File: src/rtl/regfile_hilo_pkg.sv
// rtl/regfile_hilo_pkg.sv - shared CPU defines for the register file slice
//
// Purpose: write-type struct produced by the writeback stage, the hardwired
// zero-register index and the commit-trace byte-enable constant.
package regfile_hilo_pkg;

  // Write enables leaving the WB stage, already masked for stalls/flushes.
  typedef struct packed {
    logic RFWr;
    logic LOWr;
    logic HIWr;
  } RegsWrType;

  localparam int unsigned REG_ZERO  = 0;
  localparam logic [3:0]  TRACE_WEN = 4'hF;

endpackage

File: src/rtl/regfile_hilo_hilo_reg.sv
// rtl/regfile_hilo_hilo_reg.sv - HI/LO register pair with data select and bypass
//
// Purpose: holds HI and LO; each loads either the GPR result (MTHI/MTLO) or
// the multiply/divide result, and the outputs forward the value being
// written in the current cycle.
// Ports:
//   clk_i, rst_i           clock, asynchronous active-high reset
//   hi_wr_i, lo_wr_i       independent write enables
//   hilo_sel_i             0 = take result_i, 1 = take hi_data_i/lo_data_i
//   result_i               GPR result data
//   hi_data_i, lo_data_i   multiply/divide result halves
//   hi_o, lo_o             current HI/LO, write-first bypassed
module hilo_reg (
  input  logic        clk_i,
  input  logic        rst_i,
  input  logic        hi_wr_i,
  input  logic        lo_wr_i,
  input  logic        hilo_sel_i,
  input  logic [31:0] result_i,
  input  logic [31:0] hi_data_i,
  input  logic [31:0] lo_data_i,
  output logic [31:0] hi_o,
  output logic [31:0] lo_o
);

  logic [31:0] hi_q, lo_q;
  logic [31:0] hi_d, lo_d;

  assign hi_d = hilo_sel_i ? hi_data_i : result_i;
  assign lo_d = hilo_sel_i ? lo_data_i : result_i;

  always_ff @(posedge clk_i or posedge rst_i) begin
    if (rst_i) begin
      hi_q <= '0;
      lo_q <= '0;
    end else begin
      if (hi_wr_i) hi_q <= hi_d;
      if (lo_wr_i) lo_q <= lo_d;
    end
  end

  assign hi_o = hi_wr_i ? hi_d : hi_q;
  assign lo_o = lo_wr_i ? lo_d : lo_q;

endmodule

File: src/rtl/regfile_hilo.sv
// rtl/regfile_hilo.sv - architectural GPR file with HI/LO and commit trace
//
// Purpose: 32x32 GPRs (r0 hardwired to zero) written from WB, two
// write-first bypassed read ports for decode, HI/LO via hilo_reg, and a
// registered commit-trace port reporting GPR writes one cycle late.
// Ports:
//   clk, rst                         clock, asynchronous active-high reset
//   WB_Final_Wr                      masked {RFWr, LOWr, HIWr}
//   WB_Dst, WB_Result                GPR destination and data
//   WB_HIData, WB_LOData, WB_HiLoSel HI/LO data and source select
//   WB_PC                            PC of the committing instruction
//   ID_rs, ID_rt / ID_BusA, ID_BusB  read indices / read data
//   ID_HI, ID_LO                     current HI/LO
//   debug_wb_*                       commit trace of the last GPR write
module regfile_hilo
  import regfile_hilo_pkg::*;
#(
  parameter int NUM_REGS = 32,
  parameter bit TRACE_EN = 1'b1,
  localparam int IDX_W   = $clog2(NUM_REGS)
) (
  input  logic             clk,
  input  logic             rst,
  input  RegsWrType        WB_Final_Wr,
  input  logic [IDX_W-1:0] WB_Dst,
  input  logic [31:0]      WB_Result,
  input  logic [31:0]      WB_HIData,
  input  logic [31:0]      WB_LOData,
  input  logic             WB_HiLoSel,
  input  logic [31:0]      WB_PC,
  input  logic [IDX_W-1:0] ID_rs,
  input  logic [IDX_W-1:0] ID_rt,
  output logic [31:0]      ID_BusA,
  output logic [31:0]      ID_BusB,
  output logic [31:0]      ID_HI,
  output logic [31:0]      ID_LO,
  output logic [31:0]      debug_wb_pc,
  output logic [3:0]       debug_wb_rf_wen,
  output logic [IDX_W-1:0] debug_wb_rf_wnum,
  output logic [31:0]      debug_wb_rf_wdata
);

  localparam logic [IDX_W-1:0] ZERO_IDX = IDX_W'(REG_ZERO);

  logic [31:0] gpr_q [NUM_REGS];
  logic        gpr_we;

  assign gpr_we = WB_Final_Wr.RFWr && (WB_Dst != ZERO_IDX);

  always_ff @(posedge clk or posedge rst) begin
    if (rst) begin
      for (int i = 0; i < NUM_REGS; i++) gpr_q[i] <= '0;
    end else if (gpr_we) begin
      gpr_q[WB_Dst] <= WB_Result;
    end
  end

  // Write-first: a matching write in WB overrides the stored value. gpr_we
  // already excludes r0, so r0 always falls through to the forced zero.
  always_comb begin
    ID_BusA = '0;
    if (gpr_we && (WB_Dst == ID_rs))  ID_BusA = WB_Result;
    else if (ID_rs != ZERO_IDX)       ID_BusA = gpr_q[ID_rs];
  end

  always_comb begin
    ID_BusB = '0;
    if (gpr_we && (WB_Dst == ID_rt))  ID_BusB = WB_Result;
    else if (ID_rt != ZERO_IDX)       ID_BusB = gpr_q[ID_rt];
  end

  hilo_reg u_hilo (
    .clk_i      (clk),
    .rst_i      (rst),
    .hi_wr_i    (WB_Final_Wr.HIWr),
    .lo_wr_i    (WB_Final_Wr.LOWr),
    .hilo_sel_i (WB_HiLoSel),
    .result_i   (WB_Result),
    .hi_data_i  (WB_HIData),
    .lo_data_i  (WB_LOData),
    .hi_o       (ID_HI),
    .lo_o       (ID_LO)
  );

  generate
    if (TRACE_EN) begin : g_trace
      logic [31:0]      pc_q;
      logic [3:0]       wen_q;
      logic [IDX_W-1:0] wnum_q;
      logic [31:0]      wdata_q;

      // Writes to r0 are still traced (the instruction committed) but report
      // the architecturally visible data, which is zero.
      always_ff @(posedge clk or posedge rst) begin
        if (rst) begin
          pc_q    <= '0;
          wen_q   <= '0;
          wnum_q  <= '0;
          wdata_q <= '0;
        end else if (WB_Final_Wr.RFWr) begin
          pc_q    <= WB_PC;
          wen_q   <= TRACE_WEN;
          wnum_q  <= WB_Dst;
          wdata_q <= (WB_Dst == ZERO_IDX) ? 32'h0 : WB_Result;
        end else begin
          wen_q   <= '0;
        end
      end

      assign debug_wb_pc       = pc_q;
      assign debug_wb_rf_wen   = wen_q;
      assign debug_wb_rf_wnum  = wnum_q;
      assign debug_wb_rf_wdata = wdata_q;
    end else begin : g_no_trace
      assign debug_wb_pc       = '0;
      assign debug_wb_rf_wen   = '0;
      assign debug_wb_rf_wnum  = '0;
      assign debug_wb_rf_wdata = '0;
    end
  endgenerate

endmodule

File: config.mk
export PLATFORM = sky130hd
export DESIGN_NAME = regfile_hilo
export DESIGN_NICKNAME = d
export VERILOG_FILES = /design/src/rtl/regfile_hilo_pkg.sv /design/src/rtl/regfile_hilo_hilo_reg.sv /design/src/rtl/regfile_hilo.sv
export SDC_FILE = /design/constraint.sdc
export NUM_CORES = 2
export LEC_CHECK = 0
export CAP_MARGIN = 15
export CORE_MARGIN = 5
export CORE_UTILIZATION = 35
export CTS_CLUSTER_SIZE = 12
export DETAILED_ROUTE_END_ITERATION = 8
export GPL_ROUTABILITY_DRIVEN = 0
export PLACE_DENSITY_LB_ADDON = 0.2
export SKIP_LAST_GASP = 1
export SYNTH_ARGS = -nofsm -noshare
export SYNTH_HDL_FRONTEND = slang
export SYNTH_SLANG_ARGS = --single-unit
File: constraint.sdc
create_clock -name clk -period 40.5 [get_ports clk]
set_clock_uncertainty 0.05 [all_clocks]
set_input_delay 6.075 -clock clk [delete_from_list [all_inputs] [get_ports clk]]
set_output_delay 6.075 -clock clk [all_outputs]
set_load 0.03 [all_outputs]
After elaboration in Yosys (flattened, before gate mapping)
Index checks and enable logic that the tools add are counted.

Flip-flop bits (word level): 1161. Input port bits: 149. Word-level logic and storage cells: 74.

Magnitude comparators: 4. Eq/ne operators: 2. Muxes and demuxes: 19. Bitwise gates (word level): 3. Reduce and logical (&&, ||, !) cells: 8.

Operators with widths (number): $bwmux 1024 (1); $mux 32 (14); $bmux 32 s5 (2); $demux 32 s5 (1); $ge 6x6->1 const B (3); $not 5->6 (3); $reduce_bool 5->1 (3); $eq 5x5->1 (2); $lt 6x1->1 const B (1); $logic_not 5->1 (1); $logic_and 1x1->1 (4); $mux 4 (1).

Logic depth before layout (Yosys ltp)
Depth after elaboration: 6. Mapped depth: 9. Depth with buffers taken out: 5.

By module
A second synthesis with hierarchy kept.

Cells, all modules: 4310. Area total of the unflattened synthesis: 60898.4 um^2.

Modules (own cells, without submodules): regfile_hilo (times used 1, cells each 4032, area each 57926.8 um^2, seq. area each 27376.3 um^2); hilo_reg (times used 1, cells each 278, area each 2971.6 um^2, seq. area each 1601.5 um^2).

Least setup slack after synthesis
OpenSTA, ideal clock, no wires.

Path kind: in2out. From: input ID_rt[0]. To: output ID_BusB[15]. Arrival time: 7.649 ns. Path slack: 26.726 ns. Cell stages on the path: 7. Cell sequence: buf_4 > buf_4 > buf_2 > mux4_2 > o22ai_1 > nor4_1 > a22o_1.

Cells in the longest elaborated chain, start to end: 6.

Ends and longest elaborated chain: from (decl) (RTL line regfile_hilo.sv:32) `input logic [IDX_W-1:0] ID_rt,`; $not 5->6 (not written as such) (RTL line regfile_hilo.sv:69) `else if (ID_rt != ZERO_IDX) ID_BusB = gpr_q[ID_rt];`; $bmux 32 s5 (RTL line regfile_hilo.sv:69); $mux 32 (not written as such) (2 in series) (RTL line regfile_hilo.sv:69); $mux 32 (RTL line regfile_hilo.sv:69); $mux 32 (*) (RTL line regfile_hilo.sv:68) `if (gpr_we && (WB_Dst == ID_rt)) ID_BusB = WB_Result;`; to (decl) (RTL line regfile_hilo.sv:34) `output logic [31:0] ID_BusB,`.

Mark *: on every way between the ends. The rest lies on a longest branch, timed or not. The select of a mux whose other input is x is not followed.

Worst setup path in the final report
From: input ID_rs[0]. To: output ID_BusA[18].

Cells in the longest elaborated chain, start to end: 6.

Ends and longest elaborated chain: from (decl) (RTL line regfile_hilo.sv:31) `input logic [IDX_W-1:0] ID_rs,`; $not 5->6 (not written as such) (RTL line regfile_hilo.sv:63) `else if (ID_rs != ZERO_IDX) ID_BusA = gpr_q[ID_rs];`; $bmux 32 s5 (RTL line regfile_hilo.sv:63); $mux 32 (not written as such) (2 in series) (RTL line regfile_hilo.sv:63); $mux 32 (RTL line regfile_hilo.sv:63); $mux 32 (*) (RTL line regfile_hilo.sv:62) `if (gpr_we && (WB_Dst == ID_rs)) ID_BusA = WB_Result;`; to (decl) (RTL line regfile_hilo.sv:33) `output logic [31:0] ID_BusA,`.

Marked as above.

==> results.txt <==
Status: complete, no violations
Overflow after GRT: 0
DRT Wirelength: 212,000 um
Max Cap Viol: 0
H-tree depth: 4
Synth cell types: 48
Post-CTS Setup Bufs: 0
Register cell area after layout: 29,000 um2
Post-Layout Cell Count: 6,834
Vias in the first global route: 40,900
Mapped Cells: 4,288
Worst skew pair latency: 0.78 ns
Resize count post-CTS: 0
Nets: 4,569
Post-synthesis mux area share: 39.0%
TritonRoute pass-1 iters: 5
Sequential-to-total area share from yosys stat: 48.1%
Worst Setup SP: ID_rs[0]
Worst Max-Slew Pin Slew: 1.35 ns
CTS tree: yes
Io pins: 350
Total GRT Usage: 23.3%
Fin crit period: 16.94 ns
Fill count: 15,900
Post-detailed-route count of antenna-violating nets: 0
Endpoints failing hold: 0
Setup TNS: 0 ns
DRT iter0 DRCs: 3,203
Most common cell in the netlist: dfrtp_1
FF-to-FF setup slack: 39.61 ns
Leakage power: 30.0 nW
Synth Area in Simple Gates: 2.42%
Die Y: 425 um
Reg-to-Reg Start: gpr_q[613]
Reg-to-reg endpoint: gpr_q[613]
Design area: 69,900 um2
Post-synth EDFFs: 0
Min-Delay Path Class: reg2reg
R2r worst-path depth: 1
Initial core utilization: 35.1%
Placed cells: 6,593
CTS buffer count: 134
HPWL after DPL: 125,000 um
Global-route wire length before repair: 308,000 um
Syn Area/Cell: 14.0 um2
Hold WS: 0.343 ns
Vias per cell: 5.85
Crit path DAT: 10.82 ns
Multi-input logic area: 29,000 um2
Power per cell area: 49.7 nW/um2
Max Buffers Root-to-Sink: 3
Largest net degree at the start of global routing: 150
Post-Synth Adder-Cell Area: 0%
CTS Hold Bufs: 0
DRC violations left: 0
Total power: 3.47 mW
Post-synth top cells: dfrtp_1, mux2_2, mux4_2
P&R area growth vs syn: 16.0%
Die area: 180,000 um2
Share of layout cells above drive strength 1: 39.3%
Startpoint Class: input port
Yosys warns: 0
Peak Freq: 59.0 MHz
Critical Path RT: 34.38 ns
Die width: 425 um
Cell taking the most area after synthesis: dfrtp_1
RSZ-0062 raised after global routing: no
CTS Sinks: 1,158
Asr flop ratio synth: 100%
Crit-path max FO: 67
I/O Buffers: 349
Root buffer cell: clkbuf_16
Top cells by area, synth: dfrtp_1, mux2_2, mux4_2
Mapped Nets: 4,437
Tcrit/Tclk final: 41.8%
Core area: 171,000 um2
FP Rows: 152
Worst-path clk slew: 0.06 ns
Ys flop type: dfrtp_1
Post-synthesis compound-gate area fraction: 6.22%
Maximum vdd drop: 0.0449 mV
WL/cell: 31.0 um
Via Count: 40,000
Crit path capture: ID_BusA[18]
Max-slew headroom: 9.49%
Critical path type: in2out
Xor-xnor portion of the synthesized cell area: 0.146%
Post-Synthesis Cell Area: 60,200 um2
Main combinational cell family by area after synthesis: multiplexers
Fin. max-slew vios: 0
Initial antenna violation count: 6
Placed inst area: 65,400 um2
#FFs+latches synth: 1,158
Setup crit end kind: output port
Post-synth top area share: 48.1%
Setup violators final: 0
through the flow:
stage	worst slack, ns	utilization, %
finish	23.56	40.8
global route	23.16	40.8
detailed placement	23.37	38.2
global placement	23.42	38.2
CTS	23.37	40.7
floorplan	1.76	-
where the power goes:
group          internal (mW)  total [mW]  switching (mW)
registers               1.36        1.51           0.145
clock network          0.717        1.22           0.507
logic                  0.396       0.740           0.344
kinds of logic (layout without fill, tap and decap cells):
| family | count (synthesis) | in the layout |
|---|---|---|
| compound gates | 577 | 577 |
| xor+xnor | 10 | 10 |
| buf+inv | 509 | 743 |
| flops | 1158 | 1158 |
| mux | 1734 | 1734 |
| other cells | 0 | 2 |
| simple gates | 300 | 300 |
registers in the layout (all words and copies together), names as in the netlist:
register,flops
debug_wb_pc,32
debug_wb_rf_wdata,32
debug_wb_rf_wen,1
debug_wb_rf_wnum,5
gpr_q,1024
u_hilo.hi_q,32
u_hilo.lo_q,32
how the worst min path moves through the flow:
stage,cells past startpoint,to,startpoint,slack (ns)
after global placement,0,gpr_q[1015],gpr_q[1015],0.33
after detailed placement,0,gpr_q[1008],gpr_q[1008],0.33
after global routing,0,gpr_q[1018],gpr_q[1018],0.35
after CTS,0,gpr_q[1006],gpr_q[1006],0.35
after floorplan,1,gpr_q[1000],gpr_q[1000],0.39
final,0,gpr_q[1009],gpr_q[1009],0.34
cells in the final DEF, fill, tap and decap left out, types with 3 or more instances in the layout:
| master | Yosys | layout |
|---|---|---|
| a211oi_1 | 25 | 25 |
| a21oi_1 | 194 | 194 |
| a22o_1 | 29 | 29 |
| a22oi_1 | 133 | 133 |
| a32o_1 | 35 | 35 |
| and2_1 | 5 | 5 |
| buf_12 | 0 | 5 |
| buf_2 | 169 | 4 |
| buf_4 | 65 | 117 |
| buf_8 | 1 | 6 |
| bufinv_16 | 0 | 4 |
| clkbuf_1 | 205 | 38 |
| clkbuf_16 | 0 | 140 |
| clkbuf_8 | 0 | 31 |
| clkdlybuf4s50_1 | 0 | 337 |
| clkinv_2 | 0 | 14 |
| clkinv_8 | 0 | 5 |
| dfrtp_1 | 1158 | 1158 |
| inv_1 | 35 | 34 |
| inv_6 | 0 | 3 |
| mux2_1 | 27 | 27 |
| mux2_2 | 1001 | 1001 |
| mux2i_1 | 322 | 322 |
| mux4_2 | 384 | 384 |
| nand2_1 | 91 | 76 |
| nand2_2 | 0 | 15 |
| nand3_1 | 6 | 4 |
| nand3b_1 | 6 | 6 |
| nor2_1 | 85 | 73 |
| nor2_4 | 0 | 15 |
| nor2b_1 | 43 | 36 |
| nor2b_2 | 0 | 4 |
| nor2b_4 | 0 | 3 |
| nor3_1 | 6 | 6 |
| nor4_1 | 29 | 29 |
| o21ai_0 | 33 | 33 |
| o22ai_1 | 121 | 121 |
| or2_2 | 4 | 4 |
| or3_2 | 0 | 4 |
| xor2_1 | 8 | 8 |
layer usage:
layer	track usage, %	vias to the layer above	part of all wire (%)
met5	0	-	0.0061
met4	7.04	2	3.1
met3	4.64	313	7.0
met2	37.3	1431	47
met1	32.1	21700	43
li1	-	16600	-
worst max-delay path, cell delays in order:
cell	delay [ns]
buf_8	0.54
buf_4	0.59
buf_4	0.66
buf_4	0.84
mux4_2	0.60
mux2i_1	0.20
a211oi_1	0.13
a32o_1	0.38
clkdlybuf4s50_1	0.66
area by class of cell:
type | instances | area share [%]
diodes | 2 | 0.00716
clock buffers | 209 | 5.83
clock inverters | 29 | 0.460
inverters | 35 | 0.199
multi-input cells | 2621 | 41.5
flip-flops and latches | 1158 | 41.5
well taps | 2310 | 4.14
repair buffers | 470 | 6.43
No activity file was read; power rests on OpenSTA's default activity.
